==> config.mk <==
export PLATFORM = sky130hd
export DESIGN_NAME = imm_encoder
export DESIGN_NICKNAME = d
export VERILOG_FILES = /design/src/rtl/imm_encoder.sv
export SDC_FILE = /design/constraint.sdc
export NUM_CORES = 1
export LEC_CHECK = 0
export CAP_MARGIN = 15
export CELL_PAD_IN_SITES_DETAIL_PLACEMENT = 1
export CELL_PAD_IN_SITES_GLOBAL_PLACEMENT = 2
export CORE_UTILIZATION = 27
export CTS_CLUSTER_SIZE = 16
export DETAILED_ROUTE_END_ITERATION = 7
export PLACE_DENSITY_LB_ADDON = 0.1
export SLEW_MARGIN = 20
export SYNTH_ARGS = -nofsm -noshare
export SYNTH_HDL_FRONTEND = slang
export SYNTH_SLANG_ARGS = --single-unit
==> constraint.sdc <==
create_clock -name clk -period 2.9 [get_ports clk]
set_input_delay 0.435 -clock clk [delete_from_list [all_inputs] [get_ports clk]]
set_output_delay 0.435 -clock clk [all_outputs]
set_load 0.005 [all_outputs]
==> src/rtl/imm_encoder.sv <==
// imm_encoder: builds RV32I instruction words for the load, ALU-immediate,
// store and AUIPC formats. Each word leaves through a one-entry registered
// output together with its byte address, so a stream of requests can be
// written straight into instruction memory.
//
// Ports
//   clk, reset   rising-edge clock, synchronous active-high reset
//   clear        restarts the address and word counters; a held word is kept
//   in_*         request: opcode, rd, rs1, rs2, funct3 and a 32-bit immediate
//   in_ready     request taken when in_valid && in_ready
//   out_valid    encoded word held in the output register
//   out_ready    consumer takes the word when out_valid && out_ready
//   out_data     encoded instruction
//   out_addr     byte address of out_data
//   err_pulse    high for one cycle after an illegal request is consumed
//   err_count    saturating count of illegal requests
//   word_count   saturating count of words delivered since reset/clear
//   dbg_state    current FSM state (0 = EMPTY, 1 = FULL)
//
// Handshake: a transfer happens on a rising edge where valid and ready are
// both high. A producer holding valid keeps its payload stable until that
// edge; ready may depend combinationally on the downstream ready.
module imm_encoder #(
  parameter int                ADDR_W    = 32,
  parameter logic [ADDR_W-1:0] BASE_ADDR = '0,
  parameter int                MAX_WORDS = 256
) (
  input  logic              clk,
  input  logic              reset,
  input  logic              clear,
  input  logic              in_valid,
  output logic              in_ready,
  input  logic [6:0]        in_opcode,
  input  logic [4:0]        in_rd,
  input  logic [4:0]        in_rs1,
  input  logic [4:0]        in_rs2,
  input  logic [2:0]        in_funct3,
  input  logic [31:0]       in_imm,
  output logic              out_valid,
  input  logic              out_ready,
  output logic [31:0]       out_data,
  output logic [ADDR_W-1:0] out_addr,
  output logic              err_pulse,
  output logic [7:0]        err_count,
  output logic [15:0]       word_count,
  output logic              dbg_state
);

  localparam logic [6:0]  OP_LOAD   = 7'b0000011;
  localparam logic [6:0]  OP_ALUI   = 7'b0010011;
  localparam logic [6:0]  OP_STORE  = 7'b0100011;
  localparam logic [6:0]  OP_AUIPC  = 7'b0010111;
  localparam logic [31:0] LAST_SLOT = 32'(MAX_WORDS - 1);
  localparam logic [ADDR_W-1:0] WORD_BYTES = ADDR_W'(4);

  typedef enum logic {EMPTY = 1'b0, FULL = 1'b1} state_t;

  state_t state_q;
  state_t state_d;

  logic [31:0]       enc_word;
  logic              enc_legal;
  logic              imm_fits12;
  logic              accept;
  logic              load;
  logic              xfer;
  logic              illegal;

  // Address that the next loaded word will receive, and its position
  // within the MAX_WORDS window (used to decide when to wrap).
  logic [ADDR_W-1:0] next_addr_q;
  logic [31:0]       slot_q;
  logic [ADDR_W-1:0] load_addr;
  logic [31:0]       load_slot;

  // ---------------------------------------------------------------------
  // Encoder and legality check
  // ---------------------------------------------------------------------
  // A 12-bit signed immediate is representable when bits 31..11 are all
  // copies of the sign bit.
  assign imm_fits12 = (in_imm[31:11] == '0) || (in_imm[31:11] == '1);

  always_comb begin
    enc_word  = '0;
    enc_legal = 1'b0;
    case (in_opcode)
      OP_LOAD, OP_ALUI: begin
        enc_word  = {in_imm[11:0], in_rs1, in_funct3, in_rd, in_opcode};
        enc_legal = imm_fits12;
      end
      OP_STORE: begin
        enc_word  = {in_imm[11:5], in_rs2, in_rs1, in_funct3, in_imm[4:0], in_opcode};
        enc_legal = imm_fits12;
      end
      OP_AUIPC: begin
        // The low 12 bits cannot be represented, so they must be zero.
        enc_word  = {in_imm[31:12], in_rd, in_opcode};
        enc_legal = (in_imm[11:0] == '0);
      end
      default: begin
        enc_word  = '0;
        enc_legal = 1'b0;
      end
    endcase
  end

  assign accept  = in_valid && in_ready;
  assign load    = accept && enc_legal;
  assign illegal = accept && !enc_legal;
  assign xfer    = out_valid && out_ready;

  // ---------------------------------------------------------------------
  // FSM: state register
  // ---------------------------------------------------------------------
  always_ff @(posedge clk) begin
    if (reset) begin
      state_q <= EMPTY;
    end else begin
      state_q <= state_d;
    end
  end

  // ---------------------------------------------------------------------
  // FSM: next state
  // ---------------------------------------------------------------------
  always_comb begin
    state_d = state_q;
    case (state_q)
      EMPTY: begin
        if (load) state_d = FULL;
      end
      FULL: begin
        // A new legal word refills the slot in the same cycle the old one
        // leaves, which is what keeps throughput at one word per cycle.
        if (load)      state_d = FULL;
        else if (xfer) state_d = EMPTY;
      end
      default: state_d = EMPTY;
    endcase
  end

  // ---------------------------------------------------------------------
  // FSM: outputs
  // ---------------------------------------------------------------------
  always_comb begin
    out_valid = 1'b0;
    in_ready  = 1'b0;
    dbg_state = 1'b0;
    case (state_q)
      EMPTY: begin
        out_valid = 1'b0;
        in_ready  = 1'b1;
        dbg_state = 1'b0;
      end
      FULL: begin
        out_valid = 1'b1;
        in_ready  = out_ready;
        dbg_state = 1'b1;
      end
      default: begin
        out_valid = 1'b0;
        in_ready  = 1'b0;
        dbg_state = 1'b0;
      end
    endcase
  end

  // ---------------------------------------------------------------------
  // Address assignment
  // ---------------------------------------------------------------------
  // A word loaded in the same cycle as clear is the first word of the new
  // sequence, so it takes BASE_ADDR directly.
  assign load_addr = clear ? BASE_ADDR : next_addr_q;
  assign load_slot = clear ? '0 : slot_q;

  always_ff @(posedge clk) begin
    if (reset) begin
      next_addr_q <= BASE_ADDR;
      slot_q      <= '0;
    end else if (load) begin
      if (load_slot == LAST_SLOT) begin
        next_addr_q <= BASE_ADDR;
        slot_q      <= '0;
      end else begin
        next_addr_q <= load_addr + WORD_BYTES;
        slot_q      <= load_slot + 32'd1;
      end
    end else if (clear) begin
      next_addr_q <= BASE_ADDR;
      slot_q      <= '0;
    end
  end

  // ---------------------------------------------------------------------
  // Output register
  // ---------------------------------------------------------------------
  // Only a legal accept touches the held word; illegal requests and clear
  // leave data and address alone.
  always_ff @(posedge clk) begin
    if (reset) begin
      out_data <= '0;
      out_addr <= BASE_ADDR;
    end else if (load) begin
      out_data <= enc_word;
      out_addr <= load_addr;
    end
  end

  // ---------------------------------------------------------------------
  // Error and word counters
  // ---------------------------------------------------------------------
  always_ff @(posedge clk) begin
    if (reset) begin
      err_pulse <= 1'b0;
      err_count <= '0;
    end else begin
      err_pulse <= illegal;
      if (illegal && (err_count != 8'hFF)) begin
        err_count <= err_count + 8'd1;
      end
    end
  end

  // clear takes priority over a coinciding transfer.
  always_ff @(posedge clk) begin
    if (reset) begin
      word_count <= '0;
    end else if (clear) begin
      word_count <= '0;
    end else if (xfer && (word_count != 16'hFFFF)) begin
      word_count <= word_count + 16'd1;
    end
  end

endmodule

==> results of run 1 <==
-- cells by family after synthesis --
family / count (synthesis)
AO/OA/AOI/OAI: 162
multiplexers: 4
AND/OR/NAND/NOR: 451
flip-flops: 154
XOR/XNOR: 40
adder cells (fa/ha/maj): 4
buffers and inverters: 62
-- sequential cells by signal, indices dropped and copies added (netlist names) --
name and count:
err_count 8, out_addr 32, out_data 32, slot_q 32, next_addr_q 32, word_count 16, state_q 1, err_pulse 1
-- how the worst max path moves through the flow --
stage	slack, ps	endpoint	cells after the start	start
4_1_cts	230	err_count[1]	10	in_imm[4]
5_1_grt	70	err_count[0]	10	in_imm[4]
2_1_floorplan	20	slot_q[30]	12	clear
3_3_place_gp	-190	err_count[1]	10	in_imm[5]
6_report	250	err_count[1]	10	in_imm[5]
3_5_place_dp	-210	err_count[1]	10	in_imm[4]
-- per-layer routing --
metal  vias to the layer above  GRT usage (%)  wire length, um
li1                       3622              -                -
met2                       151           29.7            11500
met1                      3553           25.4            12500
met4                         0           4.23              182
met3                         9           3.52             1130
met5                         -              0                0
-- metrics by stage --
| step | cells | instance area, um^2 | util, % | setup TNS (ps) | setup slack [ps] |
|---|---|---|---|---|---|
| 3_5_place_dp | 1397 | 9770 | 37.2 | -9570 | -210 |
| 4_1_cts | 1428 | 10300 | 39.3 | 0 | 232 |
| 3_3_place_gp | 1397 | 9770 | 37.2 | -8180 | -186 |
| 6_report | 1428 | 10300 | 39.3 | 0 | 247 |
| 5_1_grt | 1428 | 10300 | 39.3 | 0 | 72.6 |
| 2_1_floorplan | 877 | 7320 | - | 0 | 19.6 |
-- power breakdown --
| part | switching (mW) | internal [mW] | leakage (nW) |
|---|---|---|---|
| clock | 0.981 | 1.19 | 0.257 |
| combinational | 0.118 | 0.133 | 1.91 |
| sequential | 0.00526 | 2.12 | 1.24 |
| total | 1.10 | 3.44 | 3.41 |
-- worst register-to-register path, delay by kind of cell (launching register included) --
family          cells  cell delay (ps)
simple gates        6             1170
compound gates      1              380
flops               1              330
fa+ha+maj           1              220
buf+inv             1              180
xor+xnor            1              100
-- area by class of cell --
class / instances / area share, %
Clock buffer: 19 / 4.19
Clock inverter: 12 / 1.14
Inverter: 5 / 0.182
Multi-Input combinational cell: 661 / 38.4
Sequential cell: 154 / 29.9
Tap cell: 335 / 4.06
Timing Repair Buffer: 242 / 22.2
-- cell usage in the layout, fill, tap and decap left out, drive strengths merged, types with 7 or more instances in the layout --
master         instances
dfxtp                154
clkdlybuf4s50        151
nor2                  99
nand2                 96
buf                   91
a21oi                 80
nand3                 35
nand4                 28
nor3                  27
or4                   26
nor2b                 24
xor2                  21
xnor2                 19
clkbuf                19
nand3b                18
and3                  18
o31ai                 18
nor4                  18
o21ai                 17
a221oi                15
nand2b                11
inv                    9
nand4b                 8
and4                   8
a211oi                 8
or4b                   7
==> impl_metrics.ini, run 1 <==
[route]
wl_per_cell_um = 17.7
via_count = 7335
drt-initial-drc-count = 352
drt_first_pass_iters = 7
drc_errors = 22
ant_nets = 0
viasPerCell = 5.14
routed_wl_mm = 25.3

[clock_tree]
cts.hold.buffers_added = 0
clk-insertion-delay-late_ps = 430
clk_pin_slew_ps = 60
cts_sinks = 154
postCtsResizedCells = 0
postCtsSetupRepairBufs = 0
clk_path_buf_depth = 2
cts_tree = built
cts-root-buf = clkbuf_16
h-tree-depth = 4
numCtsBuffers = 17

[sta]
hold_slack_ps = 445
setup_viol = 0
skew_ps = 14.9
hold_violations = 0
rsz0062_at_grt = false
finalCriticalPeriod_ps = 2650
slew_headroom_pct = 54.0
fmaxAchievable_ghz = 0.377
fin_crit_sh_pct = 91.5
tightestPinTransition_ps = 690
slew_violations = 0

[critical_path]
critPathRequiredTime_ps = 3200
cp.buffers_inverters = 3
start_kind = input pin
critPathMaxFanout = 9
cp-end-kind = register
reg2reg_from = next_addr_q[3]
crit_chain = clkdlybuf4s50_1 > or4_1 > or4_1 > o32a_2 > buf_4 > nand2_1 > buf_4 > nor3_1 > mux2i_1 > nor2_1
critPathKind = input pin to register
critical-path-slowest-cell = or4_1
crit_family = simple AND/OR/NAND/NOR gates
critPathMaxStageDelay_ps = 580
r2r_cells = 10
reg2reg_to = next_addr_q[30]
critical_path_arrival_ps = 2950
r2r_slack_ps = 420

[floorplan]
ios = 154
die_w_um = 166
core_area_um2 = 26300
initial_core_util_pct = 27.8
dieArea_um2 = 27700
rows = 59
dieHeight_um = 166

[grt]
grt_max_degree = 61
antenna_found_initial = 0
track_usage_pct = 18.5
grt_pass1_vias = 7341
gr-total-overflow = 0
grt_pass1_wl_mm = 41.0

[power]
finalPower_mw = 4.54
ir_worst_vdd_uv = 316
cellLeakagePower_nw = 3.41
powerDensity_nw_per_um2 = 440

[layout]
area.growth.synth_to_final_pct = 41.4
nFillCells = 3052
multiInputGateArea_um2 = 3960
regArea_um2 = 3080
drive_above_1_share_pct = 12.5
nets = 1147
n_antenna_cell = 0

[synthesis]
yosysWarnings = 0
synth_top_family_by_area = simple AND/OR/NAND/NOR gates
synth-seq-cells = 154
syn_area_um2 = 7300
synth_cell_types = 55
ys_seq_area_share_pct = 42.2
syn_inst = 877
synth_simple_gate_area_share_pct = 33.3
muxShareOfSynthArea_pct = 0.565
yosys.area_share.adder_pct = 0.685
yosys.cell_count.top_type = dfxtp_1
synth_nets = 943
synth_compound_area_share_pct = 14.4
synth_edf_count = 0
synth-xor-area-share_pct = 4.80
synthTopCellsByCount = dfxtp_1, nor2_1, nand2_1
synth_ff_type = dfxtp_1
synth_async_sr_flop_share_pct = 0
avgSynthCellArea_um2 = 8.33
yosys.area.top_type = dfxtp_1
ys_top_cells_by_area = dfxtp_1, a21oi_1, nor2_1, nand2_1, or4_1
synth_top_area_share_pct = 42.2

[hold_path]
min_path_type = input pin to register
min-delay-start = clear
holdPathEnd = slot_q[1]
whs_path_depth = 4

[placed_design]
dp_hpwl_mm = 18.0
gp_congestion = 0.764
io_buffers = 153

[status]
status = complete, but fails checks
violations = DRC

[flow_run]
maxCapViolCount = 0
No activity file was read; power rests on OpenSTA's default activity.
==> run 2: changes to the inputs <==
CTS_CLUSTER_SIZE = 8   (was 16)
GPL_TIMING_DRIVEN = 0   (was not set)
SLEW_MARGIN = 25   (was 20)
==> run 2 against run 1 <==
  * The flow still finishes with violations (DRC)
  * Sequential cell count unchanged
  * Critical path depth unchanged
  * Final cell count decreased by 1.2%
  * Core utilization decreased by 0.61 points
  * Maximum frequency decreased by 5.9%
  * Register-to-register slack improved by 20 ps
  * Global-route usage increased by 1.6 points
  * Clock skew increased by 0.56 ps
  * Non-clock buffer count decreased by 18
  * Via count increased by 2.0%
  * Critical path type unchanged
==> impl_metrics.ini, run 2 (synthesis gave the netlist of run 1 again) <==
[clock_tree]
cts.hold.buffers_added = 0
numCtsBuffers = 17
cts-root-buf = clkbuf_16
h-tree-depth = 4
cts_tree = built
clk-insertion-delay-late_ps = 430
clk_pin_slew_ps = 60
clk_path_buf_depth = 2
cts_sinks = 154

[power]
clockPowerShare_pct = 50.1
comb_power_share_pct = 5.4
switching_power_mw = 1.13
finalPower_mw = 4.76
cellLeakagePower_nw = 3.27
ir_worst_vdd_uv = 304
powerDensity_nw_per_um2 = 468
p_int_mw = 3.63
p_seq_share_pct = 44.6
switching_share_pct = 23.7

[layout]
drive_above_1_share_pct = 10.0
final_cell_area_um2 = 10200
nets = 1129
nFillCells = 3090
n_antenna_cell = 0
finalNonFillerCells = 1411
multiInputGateArea_um2 = 4030
layout_common_cells = dfxtp_1, clkdlybuf4s50_1, nor2_1
mostFrequentLayoutCell = dfxtp_1
area.growth.synth_to_final_pct = 39.2
fin_util_pct = 38.7
regArea_um2 = 3080

[critical_path]
critical-path-slowest-cell = or4_1
crit_top_cell = or4_1
crit_chain = clkdlybuf4s50_1 > or4_1 > or4_1 > o32a_2 > a21oi_4 > nand2_2 > nand2b_1 > buf_4 > buf_8 > a21oi_1
critical_path_arrival_ps = 3120
critPathKind = input pin to register
reg2reg_from = slot_q[11]
crit_family = simple AND/OR/NAND/NOR gates
critPathRequiredTime_ps = 3210
cp.buffers_inverters = 3
r2r_slack_ps = 440
r2r_cells = 7
critPathMaxFanout = 10
critPathMaxStageDelay_ps = 570
start_kind = input pin
cp-end-kind = register
reg2reg_to = slot_q[31]

[floorplan]
die_w_um = 166
core_area_um2 = 26300
ios = 154
initial_core_util_pct = 27.8
dieArea_um2 = 27700
rows = 59
dieHeight_um = 166

[route]
via_count = 7482
routed_wl_mm = 28.0
drc_errors = 21
drt_first_pass_iters = 8
ant_nets = 0
drt-initial-drc-count = 410
wl_per_cell_um = 19.8
viasPerCell = 5.30

[hold_path]
whs_path_depth = 2
min_path_type = register to register
min-delay-start = out_data[7]
holdPathEnd = out_data[7]

[flow_run]
maxCapViolCount = 0

[sta]
hold_violations = 0
skew_ps = 15.5
tightestPinTransition_ps = 762
rsz0062_at_grt = true
finalCriticalPeriod_ps = 2820
fin_crit_sh_pct = 97.2
setup_viol = 0
hold_slack_ps = 451
fmaxAchievable_ghz = 0.355
slew_headroom_pct = 49.2
slew_violations = 0

[placed_design]
gp_congestion = 0.794
placed_cells = 1365
post_dp_cell_area_um2 = 9270
io_buffers = 153
dp_hpwl_mm = 20.4

[status]
violations = DRC
status = complete, but fails checks

[grt]
grt_max_degree = 17
grt_pass1_wl_mm = 43.2
gr-total-overflow = 0
antenna_found_initial = 0
track_usage_pct = 20.0
grt_pass1_vias = 7294
run 2: worst reg2reg max path: cells and delay by family, from the launching register on:
family / cells / cell delay, ps
simple gates: 5 / 1610
flops: 1 / 480
compound gates: 2 / 320
run 2: worst max-delay path by stage:
stage / cells after the start / end / start / slack, ps
final: 10 / next_addr_q[31] / in_imm[5] / 80
after global routing: 9 / slot_q[6] / in_imm[4] / -40
after CTS: 10 / next_addr_q[24] / in_imm[16] / 2
after detailed placement: 14 / slot_q[3] / clear / -2070
after global placement: 14 / next_addr_q[7] / clear / -1970
after floorplan: 12 / slot_q[30] / clear / 20
run 2: final cells by class:
cell class	count	area share, %
multi-input cells	661	39.7
flip-flops and latches	154	30.3
repair buffers	167	16.1
clock buffers	21	4.43
well taps	335	4.12
plain buffers	57	3.57
clock inverters	11	1.56
inverters	5	0.185
run 2: per-stage QoR:
step | setup TNS [ps] | worst slack [ps]
finish | 0 | 81.0
global placement | -151060 | -1970
CTS | 0 | 1.82
detailed placement | -158220 | -2070
floorplan | 0 | 19.6
global route | -61.3 | -43.8
run 2: metal layers:
layer	up-vias	GRT usage [%]	wire (um)
met5	-	0	0
met4	0	4.19	311
met3	20	3.42	1180
met2	183	32.5	12700
met1	3700	27.7	13700
li1	3579	-	-
run 2: repair_timing:
item,CTS,global route
pin swaps,6,5
buffers inserted,9,5
resized for setup,35,39
endpoints found under the setup margin,120,111
run 2: power by group through the flow:
stage / combinational [mW] / clock, mW / sequential [mW]
floorplan: 0.0757 / 0 / 2.17
global placement: 0.243 / 0 / 2.17
detailed placement: 0.242 / 0 / 2.17
CTS: 0.251 / 2.45 / 2.12
global route: 0.270 / 2.53 / 2.12
finish: 0.255 / 2.38 / 2.12
